`src/rtl/uart_rx_if.sv`:
```
// ============================================================================
// Module   : uart_rx_if
// Brief    : Serial line, frame configuration and received-byte status bundle.
// Revision : 1.0 - initial release
// ============================================================================
`default_nettype none

interface uart_rx_if;
   logic       data_i;
   logic       parity_en_i;
   logic       parity_sel_i;
   logic       stop_sel_i;
   logic [7:0] data_o;
   logic       valid_o;
   logic       parity_err_o;
   logic       frame_err_o;
   logic       busy_o;

   modport slave (
      input  data_i, parity_en_i, parity_sel_i, stop_sel_i,
      output data_o, valid_o, parity_err_o, frame_err_o, busy_o
   );

   modport master (
      output data_i, parity_en_i, parity_sel_i, stop_sel_i,
      input  data_o, valid_o, parity_err_o, frame_err_o, busy_o
   );
endinterface

`default_nettype wire

```
`src/rtl/uart_rx.sv`:
```
// ============================================================================
// Module   : uart_rx
// Brief    : 8N/8E/8O UART receiver, mid-bit sampling, 1 or 2 stop bits.
//            Define UART_RX_MAJORITY_EN for 2-of-3 majority bit sampling.
// Revision : 1.0 - initial release
// ============================================================================
`default_nettype none

module uart_rx #(
   parameter int p_clk_speed_hz = 50_000_000,
   parameter int p_baud_rate    = 9_600
) (
   input logic      clk_i,
   input logic      rst_i,
   uart_rx_if.slave bus
);

   localparam int c_cycles = p_clk_speed_hz / p_baud_rate;
   localparam int c_half   = c_cycles / 2;
   localparam int c_cnt_w  = $clog2(c_cycles) + 1;

   localparam logic [c_cnt_w-1:0] c_full_tgt = c_cnt_w'(c_cycles - 1);
   localparam logic [c_cnt_w-1:0] c_cnt_one  = c_cnt_w'(1);
`ifdef UART_RX_MAJORITY_EN
   localparam logic [c_cnt_w-1:0] c_start_tgt = c_cnt_w'(c_half);
`else
   localparam logic [c_cnt_w-1:0] c_start_tgt = c_cnt_w'(c_half - 1);
`endif

   typedef enum logic [2:0] {
      S_IDLE   = 3'd0,
      S_START  = 3'd1,
      S_DATA   = 3'd2,
      S_PARITY = 3'd3,
      S_STOP   = 3'd4
   } state_t;

   state_t               r_state;
   state_t               w_next;
   logic [1:0]           r_sync;
   logic                 r_rxs_d;
   logic [c_cnt_w-1:0]   r_cnt;
   logic [2:0]           r_bit_idx;
   logic                 r_stop_idx;
   logic [7:0]           r_shift;
   logic                 r_par_en;
   logic                 r_par_sel;
   logic                 r_stop2;
   logic                 r_perr_p;
   logic                 r_ferr_p;
   logic [7:0]           r_data;
   logic                 r_valid;
   logic                 r_perr;
   logic                 r_ferr;
   logic                 w_rxs;
   logic                 w_bit;
   logic                 w_tick;
   logic                 w_done;
   logic                 w_par_exp;

   assign w_rxs     = r_sync[1];
   assign w_par_exp = r_par_sel ? ^r_shift : ~^r_shift;

`ifdef UART_RX_MAJORITY_EN
   // Decision is taken one cycle after the nominal point, so the three
   // samples straddle it: rxs(t-2), rxs(t-1), rxs(t).
   logic r_rxs_d2;
   always_ff @(posedge clk_i or posedge rst_i) begin
      if (rst_i) r_rxs_d2 <= 1'b1;
      else       r_rxs_d2 <= r_rxs_d;
   end
   assign w_bit = (w_rxs & r_rxs_d) | (w_rxs & r_rxs_d2) | (r_rxs_d & r_rxs_d2);
`else
   assign w_bit = w_rxs;
`endif

   always_comb begin
      w_next = r_state;
      w_tick = 1'b0;
      w_done = 1'b0;
      unique case (r_state)
         S_IDLE: begin
            if (r_rxs_d && !w_rxs) w_next = S_START;
         end
         S_START: begin
            if (r_cnt == c_start_tgt) begin
               w_tick = 1'b1;
               w_next = w_bit ? S_IDLE : S_DATA;
            end
         end
         S_DATA: begin
            if (r_cnt == c_full_tgt) begin
               w_tick = 1'b1;
               if (r_bit_idx == 3'd7) w_next = r_par_en ? S_PARITY : S_STOP;
            end
         end
         S_PARITY: begin
            if (r_cnt == c_full_tgt) begin
               w_tick = 1'b1;
               w_next = S_STOP;
            end
         end
         S_STOP: begin
            if (r_cnt == c_full_tgt) begin
               w_tick = 1'b1;
               if (!r_stop2 || r_stop_idx) begin
                  w_next = S_IDLE;
                  w_done = 1'b1;
               end
            end
         end
         default: w_next = S_IDLE;
      endcase
   end

   always_ff @(posedge clk_i or posedge rst_i) begin
      if (rst_i) begin
         r_state    <= S_IDLE;
         r_sync     <= 2'b11;
         r_rxs_d    <= 1'b1;
         r_cnt      <= '0;
         r_bit_idx  <= 3'd0;
         r_stop_idx <= 1'b0;
         r_shift    <= 8'h00;
         r_par_en   <= 1'b0;
         r_par_sel  <= 1'b0;
         r_stop2    <= 1'b0;
         r_perr_p   <= 1'b0;
         r_ferr_p   <= 1'b0;
         r_data     <= 8'h00;
         r_valid    <= 1'b0;
         r_perr     <= 1'b0;
         r_ferr     <= 1'b0;
      end else begin
         r_sync  <= {r_sync[0], bus.data_i};
         r_rxs_d <= w_rxs;
         r_state <= w_next;
         r_valid <= w_done;

         if (r_state == S_IDLE || w_tick) r_cnt <= '0;
         else                             r_cnt <= r_cnt + c_cnt_one;

         case (r_state)
            S_START: begin
               // Frame format is frozen here so pin changes mid-frame are ignored.
               if (w_tick && !w_bit) begin
                  r_bit_idx  <= 3'd0;
                  r_stop_idx <= 1'b0;
                  r_perr_p   <= 1'b0;
                  r_ferr_p   <= 1'b0;
                  r_par_en   <= bus.parity_en_i;
                  r_par_sel  <= bus.parity_sel_i;
                  r_stop2    <= bus.stop_sel_i;
               end
            end
            S_DATA: begin
               if (w_tick) begin
                  r_shift   <= {w_bit, r_shift[7:1]};
                  r_bit_idx <= r_bit_idx + 3'd1;
               end
            end
            S_PARITY: begin
               if (w_tick && (w_bit != w_par_exp)) r_perr_p <= 1'b1;
            end
            S_STOP: begin
               if (w_tick) begin
                  r_stop_idx <= 1'b1;
                  if (!w_bit) r_ferr_p <= 1'b1;
               end
            end
            default: ;
         endcase

         if (w_done) begin
            r_data <= r_shift;
            r_perr <= r_perr_p;
            r_ferr <= r_ferr_p | ~w_bit;
         end
      end
   end

   assign bus.data_o       = r_data;
   assign bus.valid_o      = r_valid;
   assign bus.parity_err_o = r_perr;
   assign bus.frame_err_o  = r_ferr;
   assign bus.busy_o       = (r_state != S_IDLE);

endmodule

`default_nettype wire

```
`src/flat_wrapper.sv`:
```
// flat-port wrapper written by rule: the top's interface ports become plain ports
module uart_rx_flat 
#(
   parameter int p_clk_speed_hz = 50_000_000,
   parameter int p_baud_rate    = 9_600
)
  (clk_i, rst_i, bus_data_i, bus_parity_en_i, bus_parity_sel_i, bus_stop_sel_i, bus_data_o, bus_valid_o, bus_parity_err_o, bus_frame_err_o, bus_busy_o);
  uart_rx_if bus_i ();
  input logic clk_i;
  input logic rst_i;
  input wire logic [$bits(bus_i.data_i)-1:0] bus_data_i;
  input wire logic [$bits(bus_i.parity_en_i)-1:0] bus_parity_en_i;
  input wire logic [$bits(bus_i.parity_sel_i)-1:0] bus_parity_sel_i;
  input wire logic [$bits(bus_i.stop_sel_i)-1:0] bus_stop_sel_i;
  output wire logic [$bits(bus_i.data_o)-1:0] bus_data_o;
  output wire logic [$bits(bus_i.valid_o)-1:0] bus_valid_o;
  output wire logic [$bits(bus_i.parity_err_o)-1:0] bus_parity_err_o;
  output wire logic [$bits(bus_i.frame_err_o)-1:0] bus_frame_err_o;
  output wire logic [$bits(bus_i.busy_o)-1:0] bus_busy_o;
  assign bus_i.data_i = bus_data_i;
  assign bus_i.parity_en_i = bus_parity_en_i;
  assign bus_i.parity_sel_i = bus_parity_sel_i;
  assign bus_i.stop_sel_i = bus_stop_sel_i;
  assign bus_data_o = bus_i.data_o;
  assign bus_valid_o = bus_i.valid_o;
  assign bus_parity_err_o = bus_i.parity_err_o;
  assign bus_frame_err_o = bus_i.frame_err_o;
  assign bus_busy_o = bus_i.busy_o;
  uart_rx #(.p_clk_speed_hz(p_clk_speed_hz), .p_baud_rate(p_baud_rate)) u_core (.clk_i(clk_i), .rst_i(rst_i), .bus(bus_i));
endmodule
```
`config.mk`:
```
export PLATFORM = sky130hd
export DESIGN_NAME = uart_rx_flat
export DESIGN_NICKNAME = d
export VERILOG_FILES = /design/src/rtl/uart_rx_if.sv /design/src/rtl/uart_rx.sv /design/src/flat_wrapper.sv
export SDC_FILE = /design/constraint.sdc
export NUM_CORES = 1
export LEC_CHECK = 0
export BUFFER_PORTS_ARGS = -buffer_cell sky130_fd_sc_hd__buf_2
export CORE_MARGIN = 1
export CORE_UTILIZATION = 50
export CTS_BUF_LIST = sky130_fd_sc_hd__clkbuf_4
export CTS_CLUSTER_SIZE = 12
export DETAILED_ROUTE_END_ITERATION = 8
export GPL_ROUTABILITY_DRIVEN = 0
export PLACE_DENSITY = 0.71
export RECOVER_POWER = 100
export SYNTH_ARGS = -nofsm -noshare
export SYNTH_HDL_FRONTEND = slang
export SYNTH_SLANG_ARGS = --single-unit
export TNS_END_PERCENT = 10
```
`constraint.sdc`:
```
create_clock -name clk_i -period 2.08 [get_ports clk_i]
set_input_delay 0.312 -clock clk_i [delete_from_list [all_inputs] [get_ports clk_i]]
set_output_delay 0.312 -clock clk_i [all_outputs]
set_load 0.02 [all_outputs]
```
; Yosys cells after proc, flatten, opt, wreduce, memory -nomap -nowiden
; Index checks and enable logic that the tools add are counted.
[op_classes]
addsub = 2
n_eq_ne = 20
muxes = 29
bitwise_logic = 2
reduce_logical = 22
[ops]
columns = op, n
row1 = 2-to-1 mux 3 bit, 10
row2 = "!= test 2 x 1 -> 1 bit, second input constant", 11
row3 = one-hot mux 3 bit (5 select lines), 1
row4 = "adder 14 x 1 -> 14 bit, second input constant", 1
row5 = "== test 14 x 12 -> 1 bit, second input constant", 1
row6 = "== test 14 x 13 -> 1 bit, second input constant", 1
row7 = 2-to-1 mux 14 bit, 1
row8 = 2-to-1 mux 1 bit, 11
row9 = AND reduction 3 bit, 3
row10 = one-hot mux 1 bit (2 select lines), 4
row11 = XNOR reduction 8 bit, 1
row12 = XOR reduction 8 bit, 1
row13 = AND reduction 7 bit, 1
row14 = "== test 3 x 2 -> 1 bit, second input constant", 2
row15 = "== test 3 bit, second input constant", 2
row16 = one-hot mux 3 bit (2 select lines), 1
row17 = nonzero test 2 bit, 3
row18 = AND reduction 2 bit, 2
row19 = AND reduction 4 bit, 1
row20 = "adder 3 x 1 -> 3 bit, second input constant", 1
row21 = "== test 3 x 1 -> 1 bit, second input constant", 1
row22 = logical AND 1 bit, 3
row23 = zero test 3 bit, 1
row24 = nonzero test 3 bit, 1
row25 = other kinds (8), 10
[totals]
register_bits = 48
inputBits = 6
output_inout_bits = 12
wordCells = 91

; Logic depth before layout (Yosys ltp)
[logic_depth]
word_depth = 6
ltp_mapped = 7
mapped_depth_nobuf = 6

; Worst setup path before layout
; Ideal clock, no wire load.
[synth_timing]
path_type = reg-to-reg
startpoint = register u_core.r_cnt[0]
endpoint = register u_core.r_shift[0]
setup_time_ns = 0.125
arrival_time_ns = 1.829
t_required_ns = 1.955
path_slack_ns = 0.127
path_stages_with_launch = 7
n_path_buf = 1
period_less_slack_ns = 1.953
cell_sequence = dfrtp_1 ha_1 nor4b_4 nand4_1 nor3_2 buf_6 mux2_2
[synth_between]
elab_chain_len = 4
elab_cells_between_ends = 6
classes_between = 2 x eq/ne / 3 x mux / 1 x reduce/logical
[synth_lines]
columns = element, line_no
row1 = from (decl), uart_rx.sv:42  ; logic [c_cnt_w-1:0] r_cnt;
row2 = from (signal assigned), uart_rx.sv:141  ; else r_cnt <= r_cnt + c_cnt_one;
row3 = == test 14 x 13 -> 1 bit or == test 14 x 12 -> 1 bit (tied branches), n/a
row4 = 2-to-1 mux 1 bit (on tied branches), n/a
row5 = one-hot mux 1 bit (2 select lines) *, uart_rx.sv:81  ; unique case (r_state)
row6 = AND reduction 2 bit (no line) *, n/a
row7 = to (signal assigned), uart_rx.sv:158  ; r_shift <= {w_bit, r_shift[7:1]};
row8 = to (decl), uart_rx.sv:45  ; logic [7:0] r_shift;
; Mark *: on every way between the ends. The rest lies on a longest branch, timed or not.
; A chain may end at the register's enable or synchronous reset.

; Worst setup path in the final report
[layout_timing]
startpoint = register u_core.r_cnt[1]
endpoint = register u_core.r_shift[3]
; The elaborated chain is that of the path after synthesis.

==> metrics.cfg <==
[critical_path]
worstSetupStartpointType=flop
crit_chain=ha_1 > nor4b_4 > nand4_1 > nor3_2 > buf_6 > mux2_2
cp_top_family=simple AND/OR/NAND/NOR gates
cp_data_arrival_time_ps=2140
worst-path-buf-inv=1
cp_max_fo=13
r2r-start=u_core.r_cnt[1]
required_ps=2340
reg2reg_depth=6
path_class=reg -> reg
worst_path_max_delay_cell=dfrtp_1
rr_endpoint=u_core.r_shift[3]
r2r_setup_slack_ps=200
crit_path_end_kind=flop
cp_slowest_stage_delay_ps=410

[global_routing]
grt_use_met2=0.260
antenna_found_initial=0
grt_pass1_vias=1423
grt_max_degree=19
grt_pass1_wl_um=6700
grt_util_met3=0.0556
globalRouteOverflowTotal=0
top_usage_layer=met2
grt_usage=0.177
grt_use_met1=0.252

[detailed_routing]
vias=1478
route.detailed.drc=0
wl_per_cell_um=13.5
ant_nets=0
vias_per_cell=5.30
wirelength_um=3770
dr.pass1.iters=4
drtIter0Drc=130

[sta]
period_share=0.902
setup_viol=0
max_slew.worst_pin.slew_ps=527
rsz0062_at_grt=false
fin_worst_skew_ps=18.6
finalWorstSetupSlack_ps=203
finalHoldViolCount=0
tns_ps=0
max_slew_margin=0.648
fmax_mhz=533
fin_crit_ps=1880
slew_viol_final=0

[synth]
yosysTopAreaCellShare=0.500
yosys.area.top_type=dfrtp_1
synthMuxAreaShare=0.109
synthFlopType=dfrtp_1
synth_compound_area_frac=0.0428
synth_top_family_by_area=simple AND/OR/NAND/NOR gates
seq_area_frac_synth=0.535
syn_area_per_cell_um2=11.4
yosys_register_bits=48
postSynthCellCount=197
synth.area.top_cells=dfrtp_1 50%, mux2_2 11%, xnor2_1 5.1%
netlist_area_mm2=0.00225
synth_edf_count=0
synthArstFlopShare=1.00
ys_warn_count=0
synthAdderAreaFrac=0.0167
synthSimpleGateAreaFrac=0.186
synth.distinct_cells=38
synth_nets=206
synth_xor_area_frac=0.0817

[cts]
cts_tree=done
clk_pin_slew_worst_paths_ps=140
clkLatencyLatePin_ps=360
htreeDepth=2
cts.sinks=48
cts_root_buffer=clkbuf_4
clockBufferDepth=2
cts_made_buffers=5

[place]
dp_slack_ps=81.7
port_buffers=17
placed_area_mm2=0.00244
post-dp-hpwl_um=2690

[finish]
area.sequential_mm2=0.00120
drive_gt1_frac=0.238
n_fill_cell=379
diodes=0
stdcell_area_mm2=0.00249
final_util=0.572
final_cell_mix=45 x dfrtp_1, 25 x nor2_1, 21 x mux2_2, 16 x nand2_1, 13 x xnor2_1
nets=235
final_common_cell=dfrtp_1
multi_input_area_um2=987
area_growth_pct=10.6

[hold_path]
hold_path.class=in -> reg
hold_depth=1
min_from=bus_data_i
hold_end=u_core.r_sync[0]

[floorplanning]
fp.dieH_um=69.1
ios=18
start_util=0.517
row_count=24
core_area_mm2=0.00435
die_x_um=69.1
die_area_mm2=0.00478

[pwr]
p_leak_uw=0.00115
p_per_area_mw_per_mm2=810
ir_worst_vdd_uv=444

[job]
max_cap_viol_count=0

[outcome]
status=finished, final reports clean

==> synthesized netlist by cell type (2+ instances only) <==
master	instances
dfrtp_1	45
and4bb_2	2
nor2b_1	2
o21ai_0	6
nor3b_1	3
and4_2	2
dfstp_2	3
clkbuf_1	2
o31ai_1	2
nand4_1	3
buf_6	2
buf_2	3
and3_1	4
nor2_1	25
ha_1	3
nand3_1	7
mux2_2	21
nand2b_1	3
xor2_1	8
o22ai_1	2
xnor2_1	13
nand2_1	16
inv_1	5
==> sequential cells by signal, indices dropped and copies added, names as in the netlist, 2 cells and up <==
| name | flops |
|---|---|
| u_core.bus.data_o | 8 |
| u_core.r_bit_idx | 3 |
| u_core.r_cnt | 14 |
| u_core.r_state | 3 |
| u_core.r_sync | 2 |
| u_core.r_shift | 8 |
==> through the flow <==
stage                     hold WS, ps  power [uW]  cells
after floorplan                   316        1450    197
after global placement            277        1610    270
after detailed placement          275        1620    270
after CTS                        14.5        2040    279
after global routing             1.89        2150    279
final                            32.0        2020    279
==> layer usage <==
metal / vias up / wire, um
met5: - / 0
met4: 0 / 18
met3: 2 / 117
met2: 25 / 1650
met1: 706 / 1990
li1: 745 / -
==> cell type report <==
class / count / share of cell area
Clock buffer: 5 / 0.0151
Clock inverter: 3 / 0.00703
Inverter: 5 / 0.00753
Multi-Input combinational cell: 137 / 0.396
Sequential cell: 48 / 0.484
Tap cell: 52 / 0.0261
Timing Repair Buffer: 29 / 0.0643
==> timing repair <==
item | CTS | global route
hold buffers | 1 | 0
endpoints found under the setup margin | 0 | 18
gates resized for setup | 0 | 3
buffers inserted | 0 | 0
endpoints found under the hold margin | 12 | 0
==> worst max path at each step <==
stage,from,endpoint,slack [ps],depth (start not counted)
finish,u_core.r_cnt[1],u_core.r_shift[3],200,6
global route,u_core.r_cnt[1],u_core.bus.data_o[4],3,6
CTS,u_core.r_cnt[1],u_core.r_par_sel,70,5
detailed placement,u_core.r_cnt[1],u_core.r_par_sel,80,5
global placement,u_core.r_cnt[1],u_core.r_par_en,130,5
floorplan,u_core.r_cnt[0],u_core.r_shift[0],130,6
==> logic make-up after synthesis <==
| group | count (synthesis) |
|---|---|
| buf+inv | 12 |
| fa+ha+maj | 3 |
| mux | 22 |
| flops | 48 |
| xor+xnor | 21 |
| simple gates | 76 |
| compound gates | 15 |
==> power by group <==
part,switching [uW],total [uW],internal [uW]
Sequential,73.5,1080,1000
Combinational,290,518,228
Clock,291,422,131
Total,655,2020,1360
(Power assumes the default switching activity.)
